### config.mk
export PLATFORM = sky130hd
export DESIGN_NAME = uart_tx_fifo_drain
export DESIGN_NICKNAME = d
export VERILOG_FILES = /design/src/rtl/uart_pkg.sv /design/src/rtl/uart_baud_cnt.sv /design/src/rtl/uart_tx_fifo_drain.sv
export SDC_FILE = /design/constraint.sdc
export NUM_CORES = 1
export LEC_CHECK = 0
export BUFFER_PORTS_ARGS = -buffer_cell sky130_fd_sc_hd__buf_2
export CAP_MARGIN = 20
export CELL_PAD_IN_SITES_DETAIL_PLACEMENT = 1
export CELL_PAD_IN_SITES_GLOBAL_PLACEMENT = 1
export CORE_MARGIN = 1.5
export CORE_UTILIZATION = 45
export CTS_BUF_LIST = sky130_fd_sc_hd__clkbuf_4 sky130_fd_sc_hd__clkbuf_8
export DETAILED_ROUTE_END_ITERATION = 8
export PLACE_DENSITY_LB_ADDON = 0.1
export SYNTH_ARGS = -nofsm -noshare
export SYNTH_HDL_FRONTEND = slang
export SYNTH_HIERARCHICAL = 1
export SYNTH_SLANG_ARGS = --single-unit
### constraint.sdc
create_clock -name clk -period 2.2 [get_ports clk]
set_input_delay 0.44 -clock clk [delete_from_list [all_inputs] [get_ports clk]]
set_output_delay 0.44 -clock clk [all_outputs]
set_load 0.05 [all_outputs]
### src/rtl/uart_pkg.sv
// Shared types and constants for the FIFO-draining UART transmitter.
package uart_pkg;

   typedef enum logic [2:0] {
      IDLE,
      LOAD,
      START,
      DATA,
      PARITY,
      STOP
   } state_t;

   localparam int   DATA_BITS = 8;
   localparam int   STOP_BITS = 1;
   localparam logic LINE_IDLE = 1'b1;

endpackage

### src/rtl/uart_baud_cnt.sv
// Bit-period counter: counts 0..CLK_DIV-1 and flags the last cycle of each bit.
module uart_baud_cnt #(
   parameter int CLK_DIV = 16
) (
   input  logic clk_i,
   input  logic rst_i,
   input  logic clr_i,
   output logic bit_tick_o
);

   localparam int            CW   = (CLK_DIV > 1) ? $clog2(CLK_DIV) : 1;
   localparam logic [CW-1:0] LAST = CW'(CLK_DIV - 1);

   logic [CW-1:0] cnt_q;
   logic [CW-1:0] cnt_d;

   always_comb begin
      cnt_d = cnt_q;
      if (clr_i) begin
         cnt_d = '0;
      end else if (cnt_q == LAST) begin
         cnt_d = '0;
      end else begin
         cnt_d = cnt_q + 1'b1;
      end
   end

   always_ff @(posedge clk_i or posedge rst_i) begin
      if (rst_i) begin
         cnt_q <= '0;
      end else begin
         cnt_q <= cnt_d;
      end
   end

   assign bit_tick_o = !clr_i && (cnt_q == LAST);

endmodule

### src/rtl/uart_tx_fifo_drain.sv
// Serial transmitter that pops bytes from a FIFO and sends 8N1 frames back-to-back.
// Define UART_TX_PARITY_EN to insert an even-parity bit before the stop bit.
module uart_tx_fifo_drain
   import uart_pkg::*;
#(
   parameter int CLK_DIV = 16
) (
   input  logic       clk,
   input  logic       rst,
   input  logic       fifo_empty,
   input  logic [7:0] fifo_data,
   output logic       fifo_rd_en,
   output logic       tx,
   output logic       busy,
   output logic       tx_done
);

   localparam logic [2:0] LAST_BIT = 3'(DATA_BITS - 1);

   state_t     state_q;
   logic [7:0] shift_q;
   logic [2:0] idx_q;
   logic       bit_tick;
   logic       baud_clr;
`ifdef UART_TX_PARITY_EN
   logic       par_q;
`endif

   // Counter is held at zero until the start bit so every bit gets full width.
   assign baud_clr = (state_q == IDLE) || (state_q == LOAD);

   uart_baud_cnt #(
      .CLK_DIV (CLK_DIV)
   ) u_baud (
      .clk_i      (clk),
      .rst_i      (rst),
      .clr_i      (baud_clr),
      .bit_tick_o (bit_tick)
   );

   always_ff @(posedge clk or posedge rst) begin
      if (rst) begin
         state_q <= IDLE;
         shift_q <= '0;
         idx_q   <= '0;
`ifdef UART_TX_PARITY_EN
         par_q   <= 1'b0;
`endif
      end else begin
         case (state_q)
            IDLE: begin
               if (!fifo_empty) begin
                  shift_q <= fifo_data;
`ifdef UART_TX_PARITY_EN
                  par_q   <= ^fifo_data;
`endif
                  state_q <= LOAD;
               end
            end
            LOAD: state_q <= START;
            START: begin
               if (bit_tick) begin
                  idx_q   <= '0;
                  state_q <= DATA;
               end
            end
            DATA: begin
               if (bit_tick) begin
                  shift_q <= shift_q >> 1;
                  idx_q   <= idx_q + 3'd1;
                  if (idx_q == LAST_BIT) begin
`ifdef UART_TX_PARITY_EN
                     state_q <= PARITY;
`else
                     state_q <= STOP;
`endif
                  end
               end
            end
`ifdef UART_TX_PARITY_EN
            PARITY: begin
               if (bit_tick) state_q <= STOP;
            end
`endif
            STOP: begin
               if (bit_tick) state_q <= IDLE;
            end
            default: state_q <= IDLE;
         endcase
      end
   end

   always_comb begin
      tx = LINE_IDLE;
      case (state_q)
         START:  tx = 1'b0;
         DATA:   tx = shift_q[0];
`ifdef UART_TX_PARITY_EN
         PARITY: tx = par_q;
`endif
         default: tx = LINE_IDLE;
      endcase
   end

   // The pop is combinational so the byte is captured on the same edge.
   assign fifo_rd_en = (state_q == IDLE) && !fifo_empty && !rst;
   assign busy       = (state_q != IDLE);
   assign tx_done    = (state_q == STOP) && bit_tick;

endmodule

* After elaboration in Yosys (flattened, before gate mapping) *
Cells that the tools add are included.

cells by class
  $add $sub $neg = 2
  reduce and logical (&&, ||, !) cells = 15
  muxes and demuxes = 14
  eq/ne operators = 11

operators by type and width
  kind                   count
  $mux W3                6
  $mux W8                2
  $pmux W8 S2            1
  $pmux W3 S5            1
  $ne A2 B2 Y1 const B   5
  $mux W4                2
  $eq A3 B2 Y1 const B   2
  $eq A3 B3 Y1 const B   2
  $pmux W3 S2            1
  $reduce_and A3 Y1      2
  $reduce_and A5 Y1      1
  $add A4 B1 Y4 const B  1
  $eq A4 B4 Y1 const B   1
  $logic_and A1 B1 Y1    4
  $reduce_bool A2 Y1     2
  $add A3 B1 Y3 const B  1
  $eq A3 B1 Y1 const B   1
  $logic_not A1 Y1       3
  $logic_not A3 Y1       1
  $reduce_bool A3 Y1     1
  $pmux W1 S2            1
  $logic_or A1 B1 Y1     1

storage, ports and cells
  bits in registers = 18
  output and inout bits = 4
  word-level logic and storage cells = 46

* Longest topological paths before layout *
  depth after elaboration = 6
  depth in mapped cells = 6
  mapped depth without buffers = 6

* Cells and area by module *
The synthesis kept the hierarchy.

by module, submodules not included
  module              cells an instance  times used  sequential area each (um^2)  area each (um^2)
  uart_tx_fifo_drain  67                 1           350.3                        749.5
  uart_baud_cnt       17                 1           100.1                        182.7

* Least setup slack after synthesis *
Ideal clock, no wire load.

  path type = reg2out
  start point = reg state_q[0]
  end point = out fifo_rd_en
  data required time = 1.760 ns
  buffers on the path = 1
  arrival = 2.276 ns
  setup slack = -0.516 ns
  stages on the path, launching flop included = 4
  cell sequence = dfrtp_1 > clkbuf_1 > or3_1 > nor3_1

on the way
  longest elaborated chain between the ends = 3

ends and longest elaborated chain
  what                              RTL line                   text
  start, declared                   uart_tx_fifo_drain.sv:20   state_t state_q;
  start signal, assigned            uart_tx_fifo_drain.sv:43   state_q <= IDLE;
  start signal, assigned            uart_tx_fifo_drain.sv:57   state_q <= LOAD;
  start signal, assigned            uart_tx_fifo_drain.sv:60   LOAD: state_q <= START;
  $logic_not A3 Y1                  uart_tx_fifo_drain.sv:106  assign fifo_rd_en = (state_q == IDLE) && !fifo_empty && !rst;
  $logic_and A1 B1 Y1 (2 in a row)  uart_tx_fifo_drain.sv:106
  end, declared                     uart_tx_fifo_drain.sv:12   output logic fifo_rd_en,

Every way passes these cells.

* Worst setup path after layout *
Ends and elaborated chain as after synthesis.

==> run metrics <==
RePlAce Congestion 0.750; Hold Crit Class in2async; Sw Ratio 0.205; gr usage total 0.177; Yosys cell types 28; Synth area leaders dfrtp_1 48%, mux2_2 17%, ha_1 4.0%; synth warn 6; Max Clk Rate 0.482 GHz; CP max FO 12; Die Ht 48.5 um; CP startpoint kind flip-flop; delay-heaviest family, CP simple AND/OR/NAND/NOR gates; ant diodes 0; Layout fillers 231; Die W 48.5 um; critical path cell sequence or3_1, nor3_4, buf_2; Reg clk slew, reported paths 0.11 ns; fin crit share 0.943; DR vias/cell 5.16; count of pins over their slew limit 0; Routed Antenna Nets 0; met2 usage 0.273; Req. time, crit path 1.76 ns; I/O Buffers 14; global route total overflow 0; crit path time final 2.07 ns; Setup Viol. Count Final 0; clock root cell clkbuf_4; TritonCTS Buffers 3; Crit path buffers/inverters 1; Clock Path Buffers 2; core area 0.00196 mm^2; final-stage net count 117; Hold Violations, Final 0; Seq/Total Area, Yosys 0.483; antenna violations before repair 0; Area growth, synth to finish 17.6%; PD cells 503 mW/mm^2; DR DRC count 0; CTS Sinks 18; wire per inst 14.1 um; worst-margin pin slew 0.538 ns; worst-skew pair later-pin latency 0.29 ns; # hold bufs at CTS 0; Synth area leader dfrtp_1; critical path type reg2out; clock share of power 0.369; CTS tree built; Hold WS 0.0590 ns; slowest stage cell on the critical path dfrtp_1; Post-Syn Area per Cell 11.1 um^2; share of the synthesized area in the top cell type 0.483; Flop pwr share 0.600; Yosys reg bits 18; P_sw 0.113 mW; Mapped Cells 84; largest net degree at the start of global routing 15; vias in the first global route 679; register area 450 um^2; Cell Area, Synth 932 um^2; I/O pin cnt 15; GRT met1 Usage 0.252; Initial Utilization 0.475; footprint of the multi-input gates 462 um^2; Max stage delay on crit path 0.51 ns; htree depth 1; wirelength, routed 1810 um; Int Power 0.438 mW; share of layout cells above drive strength 1 0.402; clk_skew 0.00409 ns; Core Rows 16; Post-Syn Nets 98; Iter 0 DRT Violations 1; Rel. slew slack 0.641; Leak 0.538 nW; grt peak-use layer met2; critical path arrival 1.63 ns; Post-DP HPWL 1370 um; Global Route met3 Usage 0.0370; Max Cap Viol 0; first-pass GRT wire length 3160 um; Worst setup EP type output port; die area 0.00235 mm^2; Design Power 0.551 mW; via count 666; DR pass1 iterations 2; status complete, no violations; combinational cell fraction of total power 0.031; Max VDD drop 0.300 mV
## power groups by stage
stage	combinational [mW]	sequential, mW	clock, mW
2_1_floorplan	0.00537	0.337	0
6_report	0.0172	0.331	0.203
4_1_cts	0.0179	0.331	0.210
3_5_place_dp	0.0177	0.337	0
3_3_place_gp	0.0173	0.337	0
5_1_grt	0.0205	0.331	0.230
## final cells by class
cell class,count,share of cell area
clock buffers,4,0.0331
flip-flops and latches,18,0.411
multi-input cells,57,0.421
inverters,7,0.0240
well taps,27,0.0308
repair buffers,16,0.0799
## cell usage in the layout (no fill, tap or decap), types with 2 or more instances in the layout
cell type	instances
dfrtp_1	18
o21ai_0	5
inv_1	7
nand2_1	8
mux2_2	14
nand3_1	3
clkbuf_4	3
nand3b_1	2
nor2b_1	2
buf_2	13
buf_4	3
ha_1	2
nor2_1	3
## state kept, by name, summed over array words and instances, names as in the netlist
signal and flops:
idx_q 3, shift_q 8, state_q 3, u_baud/cnt_q 4
## cells in the mapped netlist
master and count:
dfrtp_1 18, mux2_2 14, nand2_1 8, inv_1 7, o21ai_0 5, nor2_1 4
ha_1 3, nand3_1 3, nand3b_1 2, nor2b_1 2, a21o_1 1, a21oi_1 1
a21oi_2 1, a21oi_4 1, and2_1 1, buf_6 1, clkbuf_1 1, mux2i_1 1
nand2b_1 1, nand4b_1 1, nor3_1 1, nor3b_1 1, o21ai_1 1, o221a_2 1
o2bb2ai_1 1, or3_1 1, or3_4 1, xnor2_1 1
## through the flow
stage / utilization / cell area, um^2 / instances / setup TNS [ns] / setup WS (ns)
floorplan: - / 943 / 84 / 0 / 0.0964
global placement: 0.526 / 1030 / 123 / 0 / 0.298
detailed placement: 0.526 / 1030 / 123 / 0 / 0.171
CTS: 0.547 / 1070 / 127 / 0 / 0.0409
global route: 0.559 / 1100 / 129 / -0.0169 / -0.0169
finish: 0.559 / 1100 / 129 / 0 / 0.126
## cells by family (layout without fill, tap and decap cells)
family,after synthesis,in the layout,synth area share
xor gates and xnor gates,1,1,0.00940
AOI/OAI and AO/OA,12,12,0.0940
and+or+nand+nor,26,26,0.149
buffers and inverters,9,27,0.0443
muxes,15,15,0.180
adders and majority gates,3,3,0.0403
DFF,18,18,0.483
## metal layers
layer  vias to the layer above  wire (um)
li1                        324          -
met1                       334        866
met2                         8        903
met3                         0         42
met4                         0          0
met5                         -          0
## worst reg2reg max path, stage by stage (launching register included)
cell     delay (ns)
dfrtp_1        0.41
ha_2           0.24
nand3_1        0.13
nor2_4         0.15
nand3_1        0.16
a21oi_4        0.33
mux2_2         0.38
## final timing paths
path,startpoint,to,slack (ns),depth (start not counted)
setup / recovery,state_q[0],fifo_rd_en,0.13,3
hold / removal,rst,u_baud/cnt_q[3],0.06,2
setup reg to reg,u_baud/cnt_q[1],shift_q[6],0.30,6
hold reg to reg,idx_q[1],idx_q[1],0.50,2
max in group asynchronous,rst,shift_q[0],1.63,2
min in group clk,fifo_data[7],shift_q[7],0.41,3
## what timing repair did
| action | CTS | global route |
|---|---|---|
| hold endpoints to repair | 0 | 0 |
| setup endpoints to repair | 1 | 1 |
| gates cloned | 0 | 0 |
| setup buffers | 0 | 2 |
| gates resized for setup | 2 | 2 |
(Power assumes the default switching activity.)
